--- src/rtl/scan_test_pkg.sv ---
// Shared types and constants for the scan test controller: FSM state encoding
// plus the signature-register polynomial, seed and single-step helper.
package scan_test_pkg;

  typedef enum logic [2:0] {
    IDLE,
    SHIFT,
    CAPTURE,
    UNLOAD,
    DONE
  } state_e;

  // x^16 + x^12 + x^5 + 1, left-shifting Galois form
  localparam logic [15:0] MISR_POLY = 16'h1021;
  localparam logic [15:0] MISR_SEED = 16'hFFFF;

  function automatic logic [15:0] misr_step(input logic [15:0] cur, input logic din);
    misr_step = {cur[14:0], 1'b0} ^ (cur[15] ? MISR_POLY : 16'h0000) ^ {15'b0, din};
  endfunction

endpackage

--- src/rtl/scan_shift_cmp.sv ---
// Stimulus PISO plus serial response comparator; the same datapath serves
// both the overlapped load/unload pass and the final unload-only pass.
module scan_shift_cmp #(
  parameter int CHAIN_LEN = 5
) (
  input  logic                 clk,
  input  logic                 rst_n,
  input  logic                 load,
  input  logic                 shift,
  input  logic                 cmp_en,
  input  logic [CHAIN_LEN-1:0] stim_in,
  input  logic [CHAIN_LEN-1:0] exp_in,
  input  logic                 scan_si,
  output logic                 so_bit,
  output logic                 fail_next
);

  logic [CHAIN_LEN-1:0] stim_q, stim_d;
  logic [CHAIN_LEN-1:0] exp_q, exp_d;
  logic                 fail_q, fail_d;

  // A load starts a fresh pass, so the accumulator is cleared alongside it.
  always_comb begin
    stim_d = stim_q;
    exp_d  = exp_q;
    fail_d = fail_q;
    if (load) begin
      stim_d = stim_in;
      exp_d  = exp_in;
      fail_d = 1'b0;
    end else if (shift) begin
      stim_d = stim_q >> 1;
      exp_d  = exp_q >> 1;
      fail_d = fail_q | (cmp_en & (scan_si ^ exp_q[0]));
    end
  end

  always_ff @(posedge clk) begin
    if (!rst_n) begin
      stim_q <= '0;
      exp_q  <= '0;
      fail_q <= 1'b0;
    end else begin
      stim_q <= stim_d;
      exp_q  <= exp_d;
      fail_q <= fail_d;
    end
  end

  assign so_bit    = stim_q[0];
  assign fail_next = fail_d;

endmodule

--- src/rtl/scan_test_ctrl.sv ---
// Scan test initiator: shifts patterns in, captures, unloads and compares responses.
// Optional MISR signature output enabled by defining SCAN_TEST_CTRL_MISR_EN.
module scan_test_ctrl
  import scan_test_pkg::*;
#(
  parameter int CHAIN_LEN = 5,
  parameter int CNT_W     = 16
) (
  input  logic                 Clock,
  input  logic                 Reset_n,
  input  logic                 Pat_valid,
  output logic                 Pat_ready,
  input  logic [CHAIN_LEN-1:0] Pat_data,
  input  logic [CHAIN_LEN-1:0] Exp_data,
  input  logic                 Pat_last,
  output logic                 Scan_en,
  output logic                 Scan_so,
  input  logic                 Scan_si,
  output logic                 Res_valid,
  output logic                 Res_fail,
  output logic [CNT_W-1:0]     Fail_cnt,
  output logic                 Busy
`ifdef SCAN_TEST_CTRL_MISR_EN
  ,
  output logic [15:0]          Signature
`endif
);

  localparam int CW = (CHAIN_LEN > 1) ? $clog2(CHAIN_LEN) : 1;
  localparam logic [CW-1:0] LAST_BIT = CW'(CHAIN_LEN - 1);

  state_e               state_q, state_d;
  logic [CW-1:0]        bit_cnt_q, bit_cnt_d;
  logic                 have_prev_q, have_prev_d;
  logic [CHAIN_LEN-1:0] exp_cur_q, exp_cur_d;
  logic                 last_q, last_d;
  logic                 res_valid_q, res_valid_d;
  logic                 res_fail_q, res_fail_d;
  logic [CNT_W-1:0]     fail_cnt_q, fail_cnt_d;

  logic                 ld, sh, cmp_en;
  logic [CHAIN_LEN-1:0] ld_stim;
  logic                 scan_en, scan_so, pat_ready;
  logic                 so_bit, fail_next;

  scan_shift_cmp #(
    .CHAIN_LEN(CHAIN_LEN)
  ) u_shift_cmp (
    .clk      (Clock),
    .rst_n    (Reset_n),
    .load     (ld),
    .shift    (sh),
    .cmp_en   (cmp_en),
    .stim_in  (ld_stim),
    .exp_in   (exp_cur_q),
    .scan_si  (Scan_si),
    .so_bit   (so_bit),
    .fail_next(fail_next)
  );

  // Leaving CAPTURE reloads the comparator with the just-captured pattern's
  // expected data, which is how "current" becomes "previous".
  always_comb begin
    state_d     = state_q;
    bit_cnt_d   = bit_cnt_q;
    have_prev_d = have_prev_q;
    exp_cur_d   = exp_cur_q;
    last_d      = last_q;
    res_valid_d = 1'b0;
    res_fail_d  = 1'b0;
    ld          = 1'b0;
    sh          = 1'b0;
    cmp_en      = 1'b0;
    ld_stim     = Pat_data;
    scan_en     = 1'b0;
    scan_so     = 1'b0;
    pat_ready   = 1'b0;
    case (state_q)
      IDLE: begin
        pat_ready = 1'b1;
        if (Pat_valid) begin
          ld          = 1'b1;
          exp_cur_d   = Exp_data;
          last_d      = Pat_last;
          have_prev_d = 1'b0;
          bit_cnt_d   = '0;
          state_d     = SHIFT;
        end
      end
      SHIFT: begin
        scan_en = 1'b1;
        scan_so = so_bit;
        sh      = 1'b1;
        cmp_en  = have_prev_q;
        if (bit_cnt_q == LAST_BIT) begin
          bit_cnt_d   = '0;
          state_d     = CAPTURE;
          res_valid_d = have_prev_q;
          res_fail_d  = have_prev_q & fail_next;
        end else begin
          bit_cnt_d = bit_cnt_q + 1'b1;
        end
      end
      CAPTURE: begin
        have_prev_d = 1'b1;
        if (last_q) begin
          ld        = 1'b1;
          ld_stim   = '0;
          bit_cnt_d = '0;
          state_d   = UNLOAD;
        end else begin
          pat_ready = 1'b1;
          if (Pat_valid) begin
            ld        = 1'b1;
            exp_cur_d = Exp_data;
            last_d    = Pat_last;
            bit_cnt_d = '0;
            state_d   = SHIFT;
          end
        end
      end
      UNLOAD: begin
        scan_en = 1'b1;
        sh      = 1'b1;
        cmp_en  = 1'b1;
        if (bit_cnt_q == LAST_BIT) begin
          bit_cnt_d   = '0;
          state_d     = DONE;
          res_valid_d = 1'b1;
          res_fail_d  = fail_next;
        end else begin
          bit_cnt_d = bit_cnt_q + 1'b1;
        end
      end
      DONE: begin
        have_prev_d = 1'b0;
        state_d     = IDLE;
      end
      default: state_d = IDLE;
    endcase
  end

  always_comb begin
    fail_cnt_d = fail_cnt_q;
    if (res_valid_q && res_fail_q && !(&fail_cnt_q)) begin
      fail_cnt_d = fail_cnt_q + 1'b1;
    end
  end

  always_ff @(posedge Clock) begin
    if (!Reset_n) begin
      state_q     <= IDLE;
      bit_cnt_q   <= '0;
      have_prev_q <= 1'b0;
      exp_cur_q   <= '0;
      last_q      <= 1'b0;
      res_valid_q <= 1'b0;
      res_fail_q  <= 1'b0;
      fail_cnt_q  <= '0;
    end else begin
      state_q     <= state_d;
      bit_cnt_q   <= bit_cnt_d;
      have_prev_q <= have_prev_d;
      exp_cur_q   <= exp_cur_d;
      last_q      <= last_d;
      res_valid_q <= res_valid_d;
      res_fail_q  <= res_fail_d;
      fail_cnt_q  <= fail_cnt_d;
    end
  end

`ifdef SCAN_TEST_CTRL_MISR_EN
  logic [15:0] misr_q, misr_d;

  always_comb begin
    misr_d = misr_q;
    if (cmp_en) begin
      misr_d = misr_step(misr_q, Scan_si);
    end
  end

  always_ff @(posedge Clock) begin
    if (!Reset_n) begin
      misr_q <= MISR_SEED;
    end else begin
      misr_q <= misr_d;
    end
  end

  assign Signature = misr_q;
`endif

  // Pat_ready is forced low while reset is held, even though the state is IDLE.
  assign Pat_ready = pat_ready & Reset_n;
  assign Scan_en   = scan_en;
  assign Scan_so   = scan_so;
  assign Res_valid = res_valid_q;
  assign Res_fail  = res_fail_q;
  assign Fail_cnt  = fail_cnt_q;
  assign Busy      = (state_q != IDLE);

endmodule

--- config.mk ---
export PLATFORM = sky130hd
export DESIGN_NAME = scan_test_ctrl
export DESIGN_NICKNAME = d
export VERILOG_FILES = /design/src/rtl/scan_test_pkg.sv /design/src/rtl/scan_shift_cmp.sv /design/src/rtl/scan_test_ctrl.sv
export SDC_FILE = /design/constraint.sdc
export NUM_CORES = 1
export LEC_CHECK = 0
export ABC_CLOCK_PERIOD_IN_PS = 4000
export CAP_MARGIN = 20
export CORE_ASPECT_RATIO = 0.7
export CORE_UTILIZATION = 48
export DETAILED_ROUTE_END_ITERATION = 16
export HOLD_SLACK_MARGIN = 0.05
export PLACE_DENSITY = 0.77
export REMOVE_ABC_BUFFERS = 1
export SETUP_SLACK_MARGIN = 0.5
export SYNTH_ARGS = -nofsm -noshare
export SYNTH_HDL_FRONTEND = slang
export SYNTH_SLANG_ARGS = --single-unit
export TNS_END_PERCENT = 50
--- constraint.sdc ---
create_clock -name Clock -period 4 [get_ports Clock]
set_input_delay 0.4 -clock Clock [delete_from_list [all_inputs] [get_ports Clock]]
set_output_delay 0.4 -clock Clock [all_outputs]
set_load 0.01 [all_outputs]
==> impl_metrics.json, run 1 <==
{
  "run_status": "completed",
  "insertion_delay_ps": 290,
  "synth_warnings": 0,
  "final_max_slew_viol_count": 0,
  "syn_area_sq_um": 1880,
  "min_period_ps": 2620,
  "antenna_found_initial": 0,
  "wl_microns": 4200,
  "utilization": 0.659,
  "cts_sinks": 42,
  "cts.path.max_buffers": 2,
  "initial_core_util": 0.518,
  "htreeDepth": 2,
  "path_class": "flop to primary output",
  "grt_overflow": 0,
  "drtAntennaViolNets": 0,
  "boundaryPins": 37,
  "relSlewSlack": 0.476,
  "dieArea_sq_um": 4170,
  "dr.pass1.iters": 4,
  "grt_pass1_vias": 1457,
  "end_kind": "primary output",
  "crit_arrival_ps": 2220,
  "grt_pass1_wl_microns": 6870,
  "drt-vias-per-instance": 5.71,
  "synth_top_cells_by_count": "dfxtp_1, nor2_1, a21oi_1",
  "cts_tree": "built",
  "syn_inst": 213,
  "die_w_microns": 76.8,
  "clock_skew_ps": 5.39,
  "start_kind": "flop",
  "drc": 0,
  "max_freq_ghz": 0.382,
  "num_antenna_cells": 0,
  "synth_seq_cells": 42,
  "setup_violations": 0,
  "fp.coreArea_sq_um": 3630,
  "synth_ff_type": "dfxtp_1",
  "core.rowCount": 18,
  "tightest_slew_ps": 778,
  "cts_resized": 0,
  "fin_tns_setup_ps": 0,
  "worstPathRequired_ps": 3600,
  "powerDensity_nw_per_um2": 387,
  "synthArstFlopShare": 0,
  "finalCritPeriodShare": 0.655,
  "final_hold_viol_count": 0,
  "place_hpwl_microns": 2810,
  "synth-edff-count": 0,
  "routedWlPerCell_microns": 14.1,
  "drive_above_1_share": 0.0810,
  "ys_seq_area_frac": 0.448,
  "max_cap_viol_count": 0,
  "vias": 1696,
  "grt_util_all_layers": 0.214,
  "critPathMaxFanout": 9,
  "cts_root_buffer": "clkbuf_8",
  "synth.distinct_cells": 45,
  "area_growth_syn_to_layout_pct": 27.3,
  "post-synth-top-count-cell": "dfxtp_1",
  "synthTopCellsByArea": "dfxtp_1, a21oi_1, nor2_1",
  "gp_congestion": 0.841,
  "yosys.area.top_type_share": 0.448,
  "synth_area_leader_cell": "dfxtp_1",
  "clk_pin_slew_worst_paths_ps": 80,
  "vdd_ir_drop_max_uv": 243,
  "io_buffers": 36,
  "num-nets-final": 264,
  "dieHeight_microns": 54.3,
  "grt_max_degree": 37,
  "p_leak_nw": 0.844,
  "avgSynthCellArea_sq_um": 8.82,
  "rsz0062_at_grt": "no",
  "post_cts_buffers": 0,
  "ctsHoldBuffers": 0,
  "hold_class": "flop to flop",
  "cts_buffers": 5,
  "drt_iter0_markers": 178
}
[power breakdown]
group          switching, W  leakage, nW  internal (W)
sequential       0.00000847        0.341      0.000430
clock              0.000144       0.0714      0.000266
combinational     0.0000395        0.432     0.0000369
[through the flow]
| stage | worst slack, ps | std cells | total power [W] | instance area (sq um) | hold slack [ps] |
|---|---|---|---|---|---|
| 3_3_place_gp | 1760 | 289 | 0.000523 | 2250 | 479 |
| 3_5_place_dp | 1700 | 289 | 0.000524 | 2250 | 490 |
| 2_1_floorplan | 1830 | 202 | 0.000490 | 1820 | 461 |
| 4_1_cts | 1370 | 297 | 0.000931 | 2390 | 502 |
| 5_1_grt | 1220 | 297 | 0.000966 | 2390 | 527 |
| 6_report | 1380 | 297 | 0.000925 | 2390 | 497 |
[flip-flops by register name, indices dropped and copies added (netlist names), 3 cells and up]
name	count
bit_cnt_q	3
state_q	3
u_shift_cmp.exp_q	5
Fail_cnt	16
u_shift_cmp.stim_q	5
exp_cur_q	5
[cells by family after synthesis]
kind of cell,count (synthesis),share of synthesized area
simple gates,84,0.243
compound gates,56,0.192
flops,42,0.448
buf+inv,18,0.0460
mux,7,0.0373
xor+xnor,3,0.0140
fa+ha+maj,3,0.0200
[worst max-delay path, cell delays in order, from the launching register on]
cell and delay [ps]:
dfxtp_1 460, nor2b_1 580, inv_1 130, nor3b_1 210, clkdlybuf4s50_1 560
[final cells by class]
cell class | instances | area (sq um)
repair buffers | 37 | 368
fillers | 313 | 1230
inverters | 7 | 26.3
clock buffers | 6 | 82.6
well taps | 50 | 62.6
multi-input cells | 153 | 951
clock inverters | 2 | 60.1
flip-flops and latches | 42 | 841
[final timing paths]
check / cells past startpoint / slack (ps) / end / startpoint
worst min-delay path: 2 / 500 / u_shift_cmp.stim_q[2] / u_shift_cmp.stim_q[2]
worst min register to register: 2 / 500 / u_shift_cmp.stim_q[2] / u_shift_cmp.stim_q[2]
worst max register to register: 5 / 1760 / Fail_cnt[11] / Fail_cnt[8]
worst max-delay path: 4 / 1380 / Scan_so / state_q[0]
[layout by cell type, fill, tap and decap left out, types with 2 or more instances in the layout]
master           count
bufinv_16            2
mux2i_1              7
a222oi_1             3
a21oi_1             20
or3_2                2
o21ai_0             14
and3_1               2
clkbuf_8             6
nand2b_1             2
nor3b_1              2
a221oi_1             4
a22oi_1              3
nor2_1              24
nand2_1             11
or4_1                3
nor2b_1              2
ha_1                 3
o31ai_1              4
nor3_1               8
dfxtp_1             42
xor2_1               3
nand3_1              5
or3_1                8
clkdlybuf4s50_1     36
inv_1                6
and4_1               2
nand4_1              5
[metal layers]
layer / vias up / global-route usage / wire length, microns
met5: - / 0 / 0
met4: 0 / 0.0705 / 17
met3: 2 / 0.0500 / 220
met2: 50 / 0.308 / 1700
met1: 793 / 0.312 / 2260
li1: 851 / - / -
Power figures use the tool's default switching activity.
==> run 2: changes to the inputs <==
- ABC_CLOCK_PERIOD_IN_PS: 4000 -> 2150
- CORE_UTILIZATION: 48 -> 46
- clock period: 4 -> 2.15 ns (I/O delays scaled with it)
==> impl_metrics.json, run 2 (synthesis results as in run 1) <==
{
  "run_status": "completed",
  "p_sw_frac": 0.228,
  "p_leak_nw": 0.963,
  "path_cells": "buf_4 > nand3_1 > or4_4 > or4_1 > a21oi_1",
  "io_buffers": 36,
  "relSlewSlack": 0.573,
  "dieArea_sq_um": 4350,
  "htreeDepth": 2,
  "place_inst": 294,
  "area_growth_syn_to_layout_pct": 39.6,
  "use_met2": 0.303,
  "use_met3": 0.0579,
  "drt_iter0_markers": 136,
  "routedWlPerCell_microns": 14.2,
  "drive_above_1_share": 0.240,
  "grt_max_degree": 37,
  "layout_common_cells": "clkdlybuf4s50_1, dfxtp_1, nor2_1",
  "min_period_ps": 1760,
  "grt_util_all_layers": 0.217,
  "path_delay_family": "simple AND/OR/NAND/NOR gates",
  "p_clk_frac": 0.388,
  "stdcell_area_sq_um": 2620,
  "place_hpwl_microns": 2740,
  "p_sw_w": 0.000356,
  "cts_sinks": 42,
  "dr.pass1.iters": 4,
  "cts_root_buffer": "clkbuf_8",
  "whs_ps": 498,
  "use_met1": 0.323,
  "antenna_found_initial": 0,
  "p_int_w": 0.00121,
  "start_kind": "flop",
  "finalCritPeriodShare": 0.816,
  "die_w_microns": 78.4,
  "end_kind": "flop",
  "largest_reg_flops": 16,
  "core.rowCount": 19,
  "busiest_layer": "met1",
  "crit_arrival_ps": 1970,
  "grt_pass1_wl_microns": 7380,
  "cts_tree": "built",
  "power_frac_comb": 0.098,
  "setup_violations": 0,
  "grt_pass1_vias": 1540,
  "cts.path.max_buffers": 2,
  "pwr-share-seq": 0.514,
  "clock_skew_ps": 4.36,
  "insertion_delay_ps": 290,
  "final_common_cell": "clkdlybuf4s50_1",
  "placed_cell_area_sq_um": 2270,
  "fp.coreArea_sq_um": 3920,
  "rsz0062_at_grt": "yes",
  "gp_congestion": 0.786,
  "drc": 0,
  "initial_core_util": 0.479,
  "num_antenna_cells": 0,
  "final_max_slew_viol_count": 0,
  "path_buf_inv": 1,
  "max_cap_viol_count": 0,
  "dieHeight_microns": 55.5,
  "tightest_slew_ps": 639,
  "critPathMaxFanout": 5,
  "total_power_w": 0.00156,
  "hold_class": "flop to flop",
  "max_stage_delay_ps": 500,
  "max_freq_ghz": 0.570,
  "final_hold_viol_count": 0,
  "worstPathRequired_ps": 2370,
  "vdd_ir_drop_max_uv": 446,
  "fin_tns_setup_ps": 0,
  "num-nets-final": 284,
  "grt_overflow": 0,
  "cts_buffers": 5,
  "path_class": "flop to flop",
  "drtAntennaViolNets": 0,
  "final_cells": 319,
  "drt-vias-per-instance": 5.69,
  "vias": 1814,
  "wl_microns": 4520,
  "powerDensity_nw_per_um2": 596,
  "slowest_stage": "or4_1",
  "boundaryPins": 37,
  "clk_pin_slew_worst_paths_ps": 80
}
[run 2: power by group through the flow]
stage               Sequential (W)  Clock [W]  Combinational, W
finish                    0.000803   0.000607          0.000152
global route              0.000806   0.000664          0.000168
CTS                       0.000806   0.000618          0.000150
detailed placement        0.000832          0          0.000148
global placement          0.000832          0          0.000145
floorplan                 0.000829          0         0.0000837
[run 2: final cells by class]
| type | instances | area, sq um |
|---|---|---|
| clock buffer | 5 | 68.8 |
| clock inverter | 3 | 40.0 |
| fill | 306 | 1300 |
| inverter | 7 | 26.3 |
| multi-input combinational | 153 | 1020 |
| sequential | 42 | 886 |
| tap | 52 | 65.1 |
| timing repair buffer | 57 | 515 |
[run 2: per-layer routing]
layer	wire, microns	share of wire	vias up
met2	2000	0.44	66
met3	228	0.050	9
met1	2240	0.50	837
met5	0	0	-
li1	-	-	902
met4	54	0.012	0
[run 2: path summary, 6_finish.rpt]
path / to / slack (ps) / from / depth (start not counted)
setup / recovery: Fail_cnt[15] / 390 / Fail_cnt[1] / 5
hold / removal: u_shift_cmp.stim_q[1] / 500 / u_shift_cmp.stim_q[1] / 2
setup reg to reg: Fail_cnt[15] / 390 / Fail_cnt[1] / 5
hold reg to reg: u_shift_cmp.stim_q[1] / 500 / u_shift_cmp.stim_q[1] / 2
[run 2: what timing repair did]
action / in CTS / in global routing
gates resized for setup: 32 / 13
gates cloned: 1 / 0
pin swaps: 6 / 6
buffers inserted: 8 / 8
endpoints found under the setup margin: 19 / 18
hold buffers: 0 / 0
[run 2: per-stage QoR]
step	utilization	setup slack [ps]
final	0.668	395
after detailed placement	0.580	323
after floorplan	-	-20.9
after global routing	0.668	283
after global placement	0.580	378
after CTS	0.643	380
[run 2: worst min-delay path, cell delays in order, from the launching register on]
cell     delay [ps]
dfxtp_1         310
nor2_1           90
nor3_1           50
==> run 3: changes to the inputs <==
- ABC_CLOCK_PERIOD_IN_PS: 2150 -> 1400
- clock period: 2.15 -> 1.4 ns (I/O delays scaled with it)
==> impl_metrics.json, run 3 (synthesis results as in run 1) <==
{
  "grt_max_degree": 14,
  "wl_microns": 9670,
  "drtAntennaViolNets": 0,
  "routedWlPerCell_microns": 25.6,
  "place_ws_ps": -360,
  "met2_length_microns": 4270,
  "end_kind": "flop",
  "vias": 2530,
  "clock_skew_ps": 2.74,
  "finalCritPeriodShare": 1.33,
  "p_sw_w": 0.000777,
  "drt-vias-per-instance": 6.69,
  "violations": "negative setup slack",
  "max_freq_ghz": 0.536,
  "pwr-share-seq": 0.416,
  "final_common_cell": "buf_6",
  "relSlewSlack": 0.714,
  "clk_pin_slew_worst_paths_ps": 90,
  "p_clk_frac": 0.411,
  "utilization": 0.934,
  "cts_sinks": 42,
  "dieHeight_microns": 55.5,
  "antenna_found_initial": 0,
  "placed_cell_area_sq_um": 2650,
  "top_layer": "met4",
  "ctsHoldBuffers": 0,
  "grt_pass1_vias": 2279,
  "rsz0062_at_grt": "yes",
  "final_hold_viol_count": 0,
  "dr.pass1.iters": 5,
  "initial_core_util": 0.479,
  "max_cap_viol_count": 0,
  "largest_reg_flops": 16,
  "area_growth_syn_to_layout_pct": 95.0,
  "p_int_w": 0.00225,
  "drt-met1-wl_microns": 3840,
  "run_status": "finished, violations left",
  "io_buffers": 36,
  "min_period_ps": 1860,
  "routed-wl-met3_microns": 1040,
  "drive_above_1_share": 0.617,
  "layout_setup_ws_ps": -465,
  "path_class": "flop to flop",
  "grt_util_all_layers": 0.351,
  "num_antenna_cells": 0,
  "start_kind": "flop",
  "cts_buffers": 5,
  "die_w_microns": 78.4,
  "layout_common_cells": "buf_6, buf_4, dfxtp_1",
  "power_frac_comb": 0.173,
  "cts.path.max_buffers": 2,
  "vdd_ir_drop_max_uv": 849,
  "crit_arrival_ps": 2070,
  "fp.coreArea_sq_um": 3920,
  "boundaryPins": 37,
  "p_leak_nw": 1.44,
  "num-nets-final": 343,
  "powerDensity_nw_per_um2": 826,
  "place_hpwl_microns": 3610,
  "grt_overflow": 0,
  "cts_tree": "built",
  "drt_iter0_markers": 306,
  "hold_class": "input port to flop",
  "core.rowCount": 19,
  "p_sw_frac": 0.257,
  "htreeDepth": 2,
  "dieArea_sq_um": 4350,
  "gp_congestion": 0.807,
  "drc": 0,
  "critPathMaxFanout": 7,
  "whs_ps": 439,
  "insertion_delay_ps": 310,
  "grt_pass1_wl_microns": 11500,
  "tightest_slew_ps": 429,
  "stdcell_area_sq_um": 3660,
  "worstPathRequired_ps": 1600,
  "final_max_slew_viol_count": 0,
  "setup_violations": 31,
  "fin_tns_setup_ps": -6360,
  "cts_root_buffer": "clkbuf_8"
}
[run 3: layout make-up]
class / instances / area [sq um]
inverters: 7 / 31.3
multi-input cells: 153 / 1360
repair buffers: 116 / 1170
clock buffers: 6 / 82.6
well taps: 52 / 65.1
flip-flops and latches: 42 / 886
fillers: 118 / 260
clock inverters: 2 / 60.1
[run 3: critical path: stages (launching register included)]
cell	delay, ps
dfxtp_4	380
buf_6	100
nand4_1	130
o41ai_2	470
buf_4	240
buf_8	140
mux2i_1	240
nor2_1	70
[run 3: power groups by stage]
stage	sequential [W]	combinational, W	clock [W]
after floorplan	0.00127	0.000128	0
after global placement	0.00128	0.000280	0
after detailed placement	0.00128	0.000285	0
after CTS	0.00125	0.000387	0.00120
after global routing	0.00126	0.000537	0.00127
final	0.00126	0.000524	0.00124
[run 3: worst paths after layout]
path	startpoint	endpoint	slack (ps)	cells past startpoint
max	Fail_cnt[8]	Fail_cnt[1]	-460	7
min	Pat_last	last_q	440	3
max reg2reg	Fail_cnt[8]	Fail_cnt[1]	-460	7
min reg2reg	exp_cur_q[0]	u_shift_cmp.exp_q[0]	560	2
[run 3: per-stage QoR]
stage	std cells	total power, W
detailed placement	339	0.00156
global placement	339	0.00156
floorplan	202	0.00140
CTS	365	0.00283
global route	378	0.00307
finish	378	0.00302
[run 3: layer usage]
metal,GRT usage,vias up
met5,0,-
met4,0.156,0
met3,0.0909,65
met2,0.541,231
met1,0.464,1223
li1,-,1011
[run 3: repair_timing]
item	in CTS	in global routing
pin swaps	38	47
cloned	1	1
resized for setup	204	54
endpoints found under the hold margin	0	0
endpoints found under the setup margin	64	64
buffers inserted	17	12
